File: src/rtl/x_stack_mpu.sv
// Access-control monitor: checks pc/data accesses against NREG data regions and a trusted-code window,
// holding reset after a violation. Optional macro ENTRY_CHECK_EN adds the trusted-window entry-point check.
module x_stack_mpu #(
  parameter int unsigned                ADDR_W        = 16,
  parameter int unsigned                NREG          = 4,
  parameter logic [NREG*ADDR_W-1:0]     REG_BASE      = 64'hFEFE_9000_8000_A000,
  parameter logic [NREG*ADDR_W-1:0]     REG_SIZE      = 64'h001F_001F_001F_1000,
  parameter logic [NREG-1:0]            RD_PROT       = 4'b1001,
  parameter logic [NREG-1:0]            WR_PROT       = 4'b1101,
  parameter logic [NREG-1:0]            TW_OK         = 4'b0111,
  parameter logic [ADDR_W-1:0]          SMEM_BASE     = 16'hE000,
  parameter logic [ADDR_W-1:0]          SMEM_SIZE     = 16'h1000,
  parameter logic [ADDR_W-1:0]          RESET_HANDLER = 16'hFFFE,
  parameter int unsigned                HOLD_CYCLES   = 4,
  parameter int unsigned                CNT_W         = 8,
  localparam int unsigned               REG_W         = (NREG > 1) ? $clog2(NREG) : 1
) (
  input  logic              clk,
  input  logic              rst,
  input  logic [ADDR_W-1:0] pc,
  input  logic [ADDR_W-1:0] data_addr,
  input  logic              r_en,
  input  logic              w_en,
  output logic              reset,
  output logic [3:0]        viol_type,
  output logic [REG_W-1:0]  viol_region,
  output logic [CNT_W-1:0]  viol_count
);

  localparam int unsigned HOLD_W = $clog2(HOLD_CYCLES + 1);
  localparam int unsigned WIDE_W = ADDR_W + 1;

  localparam logic [0:0] RUN  = 1'b0;
  localparam logic [0:0] KILL = 1'b1;

  logic [0:0]        state_q, state_d;
  logic              reset_q, reset_d;
  logic [3:0]        type_q, type_d;
  logic [REG_W-1:0]  region_q, region_d;
  logic [CNT_W-1:0]  count_q, count_d;
  logic [HOLD_W-1:0] hold_q, hold_d;

  logic [WIDE_W-1:0] addr_w, pc_w, smem_end, base_w, end_w;
  logic [NREG-1:0]   hit, ur_mask, uw_mask, contrib;
  logic              trusted, ur, uw, tw, entry_viol, viol;
  logic [3:0]        cause;
  logic [REG_W-1:0]  region_c;

  // Region hits and trusted-window decode; one extra bit keeps BASE+SIZE from wrapping
  always_comb begin
    hit      = '0;
    base_w   = '0;
    end_w    = '0;
    addr_w   = {1'b0, data_addr};
    pc_w     = {1'b0, pc};
    smem_end = {1'b0, SMEM_BASE} + {1'b0, SMEM_SIZE};
    for (int i = 0; i < int'(NREG); i++) begin
      base_w = {1'b0, REG_BASE[i*ADDR_W +: ADDR_W]};
      end_w  = base_w + {1'b0, REG_SIZE[i*ADDR_W +: ADDR_W]};
      hit[i] = (addr_w >= base_w) && (addr_w < end_w);
    end
    trusted = (pc_w >= {1'b0, SMEM_BASE}) && ((pc_w + WIDE_W'(1)) < smem_end);
  end

`ifdef ENTRY_CHECK_EN
  logic prev_trusted_q;

  always_ff @(posedge clk or posedge rst) begin
    if (rst) prev_trusted_q <= 1'b0;
    else     prev_trusted_q <= trusted;
  end

  assign entry_viol = trusted & ~prev_trusted_q & (pc != SMEM_BASE);
`else
  assign entry_viol = 1'b0;
`endif

  // Violation causes and the lowest region that contributed to them
  always_comb begin
    ur_mask  = hit & RD_PROT & {NREG{r_en & ~trusted}};
    uw_mask  = hit & WR_PROT & {NREG{w_en & ~trusted}};
    ur       = |ur_mask;
    uw       = |uw_mask;
    tw       = trusted & w_en & ~(|(hit & TW_OK));
    cause    = {entry_viol, tw, uw, ur};
    viol     = |cause;
    contrib  = ur_mask | uw_mask | (tw ? hit : '0);
    region_c = '0;
    for (int i = int'(NREG) - 1; i >= 0; i--) begin
      if (contrib[i]) region_c = REG_W'(i);
    end
  end

  always_comb begin
    state_d  = state_q;
    reset_d  = reset_q;
    type_d   = type_q;
    region_d = region_q;
    count_d  = count_q;
    hold_d   = hold_q;
    case (state_q)
      RUN: begin
        if (viol) begin
          state_d  = KILL;
          reset_d  = 1'b1;
          type_d   = cause;
          region_d = region_c;
          hold_d   = HOLD_W'(HOLD_CYCLES - 1);
          count_d  = (count_q == '1) ? count_q : count_q + CNT_W'(1);
        end
      end
      KILL: begin
        if (hold_q != '0) hold_d = hold_q - HOLD_W'(1);
        if ((hold_q == '0) && (pc == RESET_HANDLER) && !viol) begin
          state_d = RUN;
          reset_d = 1'b0;
        end
      end
      default: begin
        state_d = RUN;
        reset_d = 1'b0;
      end
    endcase
  end

  always_ff @(posedge clk or posedge rst) begin
    if (rst) begin
      state_q  <= RUN;
      reset_q  <= 1'b0;
      type_q   <= '0;
      region_q <= '0;
      count_q  <= '0;
      hold_q   <= '0;
    end else begin
      state_q  <= state_d;
      reset_q  <= reset_d;
      type_q   <= type_d;
      region_q <= region_d;
      count_q  <= count_d;
      hold_q   <= hold_d;
    end
  end

  assign reset       = reset_q;
  assign viol_type   = type_q;
  assign viol_region = region_q;
  assign viol_count  = count_q;

endmodule

File: config.mk
export PLATFORM = sky130hd
export DESIGN_NAME = x_stack_mpu
export DESIGN_NICKNAME = d
export VERILOG_FILES = /design/src/rtl/x_stack_mpu.sv
export SDC_FILE = /design/constraint.sdc
export NUM_CORES = 1
export LEC_CHECK = 0
export ABC_AREA = 1
export CORE_ASPECT_RATIO = 1.2
export CORE_MARGIN = 4
export CORE_UTILIZATION = 45
export CTS_BUF_LIST = sky130_fd_sc_hd__clkbuf_2 sky130_fd_sc_hd__clkbuf_4 sky130_fd_sc_hd__clkbuf_8
export DETAILED_ROUTE_END_ITERATION = 10
export PLACE_DENSITY = 0.92
export SYNTH_ARGS = -nofsm -noshare
export SYNTH_HDL_FRONTEND = slang
export SYNTH_SLANG_ARGS = --single-unit
export TNS_END_PERCENT = 30
File: constraint.sdc
create_clock -name clk -period 1.96 [get_ports clk]
set_input_delay 0.49 -clock clk [delete_from_list [all_inputs] [get_ports clk]]
set_output_delay 0.49 -clock clk [all_outputs]
set_load 0.1 [all_outputs]
* Word-level counts from Yosys, hierarchy flattened
Index checks and enable logic that the tools add are counted.
Widths: inputs -> output; s select.
** Cells by class
- $add $sub $neg :: 3
- Multiplexer cells :: 14
- Bitwise gates (word level) :: 12
- Magnitude comparators :: 10
- Reductions and logical operators :: 18
- Eq/ne operators :: 5
** Operators with widths (count)
- $ge 16x16->1 const B :: 5
- $lt 16x16->1 const B :: 4
- $add 16x1->17 const B :: 1
- $lt 17x16->1 const B :: 1
- $eq 16x16->1 const B :: 1
- $reduce_or 9->1 :: 1
- $add 8x1->8 const B :: 1
- $and 4x4->4 :: 2
- $eq 8x8->1 const B :: 1
- $mux 2 :: 4
- $or 4x4->4 :: 2
- $reduce_or 4->1 :: 2
- $logic_and 1x1->1 :: 7
- $mux 3 :: 2
- $pmux 3 s2 :: 1
- $reduce_and 2->1 :: 3
- $and 1x1->1 :: 4
- $mux 1 :: 4
- $mux 4 :: 1
- $ne 2x1->1 const B :: 2
- $not 1->1 :: 4
- $pmux 1 s2 :: 2
- $logic_not 3->1 :: 1
- $reduce_and 3->1 :: 1
- other kinds (5) :: 5
** Storage, ports and cells
- Input bits :: 36
- Output and inout bits :: 15
- Register bits after elaboration :: 18
- Word-level logic and storage cells :: 68

* Longest topological paths before layout
- Word-level depth :: 12
- Mapped depth :: 13

* Worst setup path before layout
No wires, ideal clock.
- Path kind :: register -> register
- From :: register count_q[1] (netlist: viol_count[1])
- To :: register count_q[4] (netlist: viol_count[4])
- Buffers on the path :: 0
- Stages on the path, launching flop included :: 8
- Period minus slack after synthesis :: 2168 ps
- Path slack :: -208 ps
- Arrival :: 2101 ps
- Required time :: 1893 ps
- Cell sequence :: dfrtp_1 > ha_1 > nand4_1 > inv_1 > a31oi_2 > nand2_1 > nand2_1 > nand2_1
** On the way
- Cells in the longest elaborated chain, start to end :: 3
- Elaborated cells between the ends (all ways) :: 4
- Classes of those cells :: 1 x add/sub; 1 x eq/ne; 1 x bitwise; 1 x reduce/logical
** Ends and longest elaborated chain
- start, declared :: RTL line 40 : logic [CNT_W-1:0] count_q, count_d;
- start signal, assigned :: RTL line 139 : count_q <= count_d;
- branches (longest 3 deep; another with $add 8x1->8)
Several ways; the timed one is not identified.
A chain may end at the register's enable or synchronous reset.

* Worst setup path in the final report
- From :: input data_addr[5]
- To :: register region_q[1] (netlist: viol_region[1])
** On the way
- Cells in the longest elaborated chain, start to end :: 11
- Elaborated cells between the ends (all ways) :: 26
- Classes of those cells :: 8 x order compare; 5 x mux; 6 x bitwise; 7 x reduce/logical
** Ends and longest elaborated chain
- start, declared :: RTL line 21 : input logic [ADDR_W-1:0] data_addr,
- $ge 16x16->1 / $lt 16x16->1 (equally long branches) :: RTL line 60 : hit[i] = (addr_w >= base_w) && (addr_w < end_w);
- $logic_and 1x1->1 :: RTL line 60
- $reduce_or 3->1 :: RTL line 84 : tw = trusted & w_en & ~(|(hit & TW_OK));
- $not 1->1 :: RTL line 84
- $and 1x1->1 :: RTL line 84
- $mux 4 :: RTL line 87 : contrib = ur_mask | uw_mask | (tw ? hit : '0);
- $or 4x4->4 :: RTL line 87
- $mux 2 (4 in a row) :: RTL line 90 : if (contrib[i]) region_c = REG_W'(i);
- end signal, assigned :: RTL line 138 : region_q <= region_d;
- end, declared :: RTL line 39 : logic [REG_W-1:0] region_q, region_d;
Parallel ways exist; a longest one is shown, timed or not.

==> key figures <==
Global routing
  – Vias in the first global route: 1499
  – Initial antenna violation count: 0
  – Total track usage: 0.195
  – First-pass GRT wire length: 5960 microns
  – Largest net degree at the start of global routing: 19
  – Grt total ovfl: 0

Route
  – Routed wire length: 4320 microns
  – Vias per Instance: 5.23
  – Routed length on met1: 1560 microns
  – Drt first pass iters: 4
  – WL met3: 154 microns
  – Vias: 1585
  – DRC: 0
  – ANT nets after route: 0
  – DRT iter0 DRCs: 65
  – Routed wl met2: 2440 microns
  – Routed WL per cell: 14.3 microns
  – Highest routed layer: met4

Layout
  – Final #Nets: 309
  – FILL cells: 137
  – Leading cell types in the layout, fill and taps excluded: nand2_1, inv_1, clkdlybuf4s50_1
  – Share of layout cells above drive strength 1: 0.271
  – Finished Cell Area: 2300 sq um
  – # diodes: 0
  – Syn-to-layout area delta: 74.6%
  – Most common cell after layout, fill and taps aside: nand2_1
  – Non-filler cells, final: 303
  – Final core occ: 0.819

Placement
  – Post-place setup slack: -0.316 ns
  – Placed cell areas: 2090 sq um
  – Cells after DPL: 296
  – # port buffers: 49
  – Post-DP HPWL: 2820 microns
  – Gpl congestion: 0.867

Timing
  – Fin. max-slew vios: 0
  – Min cycle time layout: 1.94 ns
  – Final setup TNS: 0 ns
  – Final period utilization: 0.988
  – Worst Skew: 0.00828 ns
  – PnR worst setup slack: 0.0230 ns
  – Max Fclk: 516 MHz
  – Setup violations, final: 0
  – Final hold viol count: 0

CTS
  – TritonCTS Buffers: 3
  – Clk buf depth: 2
  – Clock sinks: 18
  – Clk root buf: clkbuf_4
  – Clk Latency, worst-skew pair: 0.30 ns
  – H-tree depth: 1
  – CTS tree: done
  – Clk slew on worst S/H paths: 0.11 ns

Floorplan
  – Starting Density: 0.469
  – Row count: 21
  – Die X: 57.4 microns
  – Die Area: 3860 sq um
  – Core footprint: 2810 sq um
  – Io pins: 51
  – Floorplan die height: 67.3 microns

Synthesis
  – Synthesis-stage register bit count: 18
  – Seq/Total Area, Yosys: 0.342
  – Syn Inst Count: 200
  – YS warnings: 0
  – Syn_nets: 239
  – Count of cell types in the netlist: 23
  – Mapped cell area: 1320 sq um
  – Synthesized area per cell: 6.59 sq um

Worst setup path
  – Setup crit end kind: register
  – Worst setup path start: data_addr[5]
  – Reg2reg start: viol_count[0]$_DFFE_PP0P_
  – R2R Setup Slk: 0.32 ns
  – Crit path max fanout: 3
  – Worst setup SP type: input port
  – Crit path DAT: 2.18 ns
  – CP Class: input port to register
  – Critical Path RT: 2.20 ns
  – FF-to-FF End: viol_count[5]$_DFFE_PP0P_
  – Reg2reg path depth: 7

Status
  – Outcome: completed

Job
  – Max-Cap Viols: 0

Power and ir drop
  – Power Density: 441 nW/um^2
  – Maximum VDD drop: 300 uV
  – Internal power: 693 uW
  – Logic pwr share: 0.353
  – Reg power frac: 0.417
  – Switching Fraction: 0.318
  – Clk pwr share: 0.231
  – Switching pwr: 323 uW
  – Pleak: 0.00131 uW

Hold path
  – Worst Hold Class: input port to asynchronous set/reset pin
## worst max-delay path, stage by stage
cell and delay (ns):
clkdlybuf4s50_1 0.44, inv_1 0.09, nand2_2 0.07, nor2_4 0.11, nand2_2 0.06, nand2_2 0.08
nand2_1 0.07, nor2_2 0.17, nand2_4 0.08, nand2_2 0.09, nor2_4 0.05, nor2_2 0.17
nand2_1 0.11, nand2_1 0.08
## cell families after synthesis
kind of cell,Yosys count,share of synthesized area
and+or+nand+nor,134,0.453
buffers and inverters,30,0.0939
DFF,18,0.342
AOI/OAI and AO/OA,8,0.0408
xor gates and xnor gates,6,0.0398
adders and majority gates,3,0.0285
other,1,0.00284
## how the worst max path moves through the flow
stage	end
floorplan	viol_count[6]$_DFFE_PP0P_
global placement	viol_count[6]$_DFFE_PP0P_
detailed placement	viol_count[0]$_DFFE_PP0P_
CTS	hold_q[0]$_DFFE_PP0P_
global route	viol_type[1]$_DFFE_PP0P_
finish	viol_region[1]$_DFFE_PP0P_
## Yosys cell counts
master    count  area share
nor2_2        4       0.019
xor2_1        2       0.013
nand4_2       1      0.0095
a31oi_2       1      0.0095
nand3_1      16       0.061
dfrtp_1      18        0.34
inv_1        28       0.080
nand2_1      76        0.22
xnor2_1       4       0.027
nor2_1       21       0.060
buf_6         1      0.0085
nand4_1       6       0.028
or2_1         1      0.0047
o21ai_0       5       0.019
nand3b_1      3       0.017
nand2_8       1       0.015
a21oi_2       1      0.0066
nand2_2       3       0.014
o21bai_1      1      0.0057
buf_4         1      0.0057
ha_1          3       0.028
nor3_1        2      0.0076
conb_1        1      0.0028
## registers in the layout, indices dropped and copies added, names as in the netlist
| signal | cells |
|---|---|
| hold_q | 3 |
| viol_region | 2 |
| viol_count | 8 |
| state_q | 1 |
| reset | 1 |
| viol_type | 3 |
## through the flow
step | hold WS (ns) | total power [uW]
after floorplan | 0.428 | 616
after global placement | 0.513 | 734
after detailed placement | 0.516 | 756
after CTS | 0.505 | 987
after global routing | 0.539 | 1070
final | 0.493 | 1020
## routing by layer
layer | vias up | global-route usage
met5 | - | 0
met4 | 0 | 0.0928
met3 | 17 | 0.0134
met2 | 57 | 0.397
met1 | 752 | 0.195
li1 | 759 | -
## power by group through the flow
stage / registers [uW] / clock network, uW / logic [uW]
6_report: 423 / 234 / 359
4_1_cts: 422 / 234 / 331
5_1_grt: 428 / 241 / 403
2_1_floorplan: 429 / 0 / 188
3_5_place_dp: 430 / 0 / 326
3_3_place_gp: 428 / 0 / 306
## timing repair
action | CTS | global route
endpoints found under the setup margin | 10 | 18
hold endpoints to repair | 0 | 0
resized for setup | 3 | 46
pin swaps | 0 | 24
hold buffers | 0 | 0
cloned | 0 | 0
buffers inserted | 0 | 3
## area by class of cell
type	count	area (sq um)	share of cell area
timing repair buffer	67	808	0.351
clock buffer	4	36.3	0.0158
inverter	28	105	0.0457
tap	34	42.5	0.0185
sequential	18	457	0.198
multi-input combinational	152	853	0.371
Power figures use the tool's default switching activity.
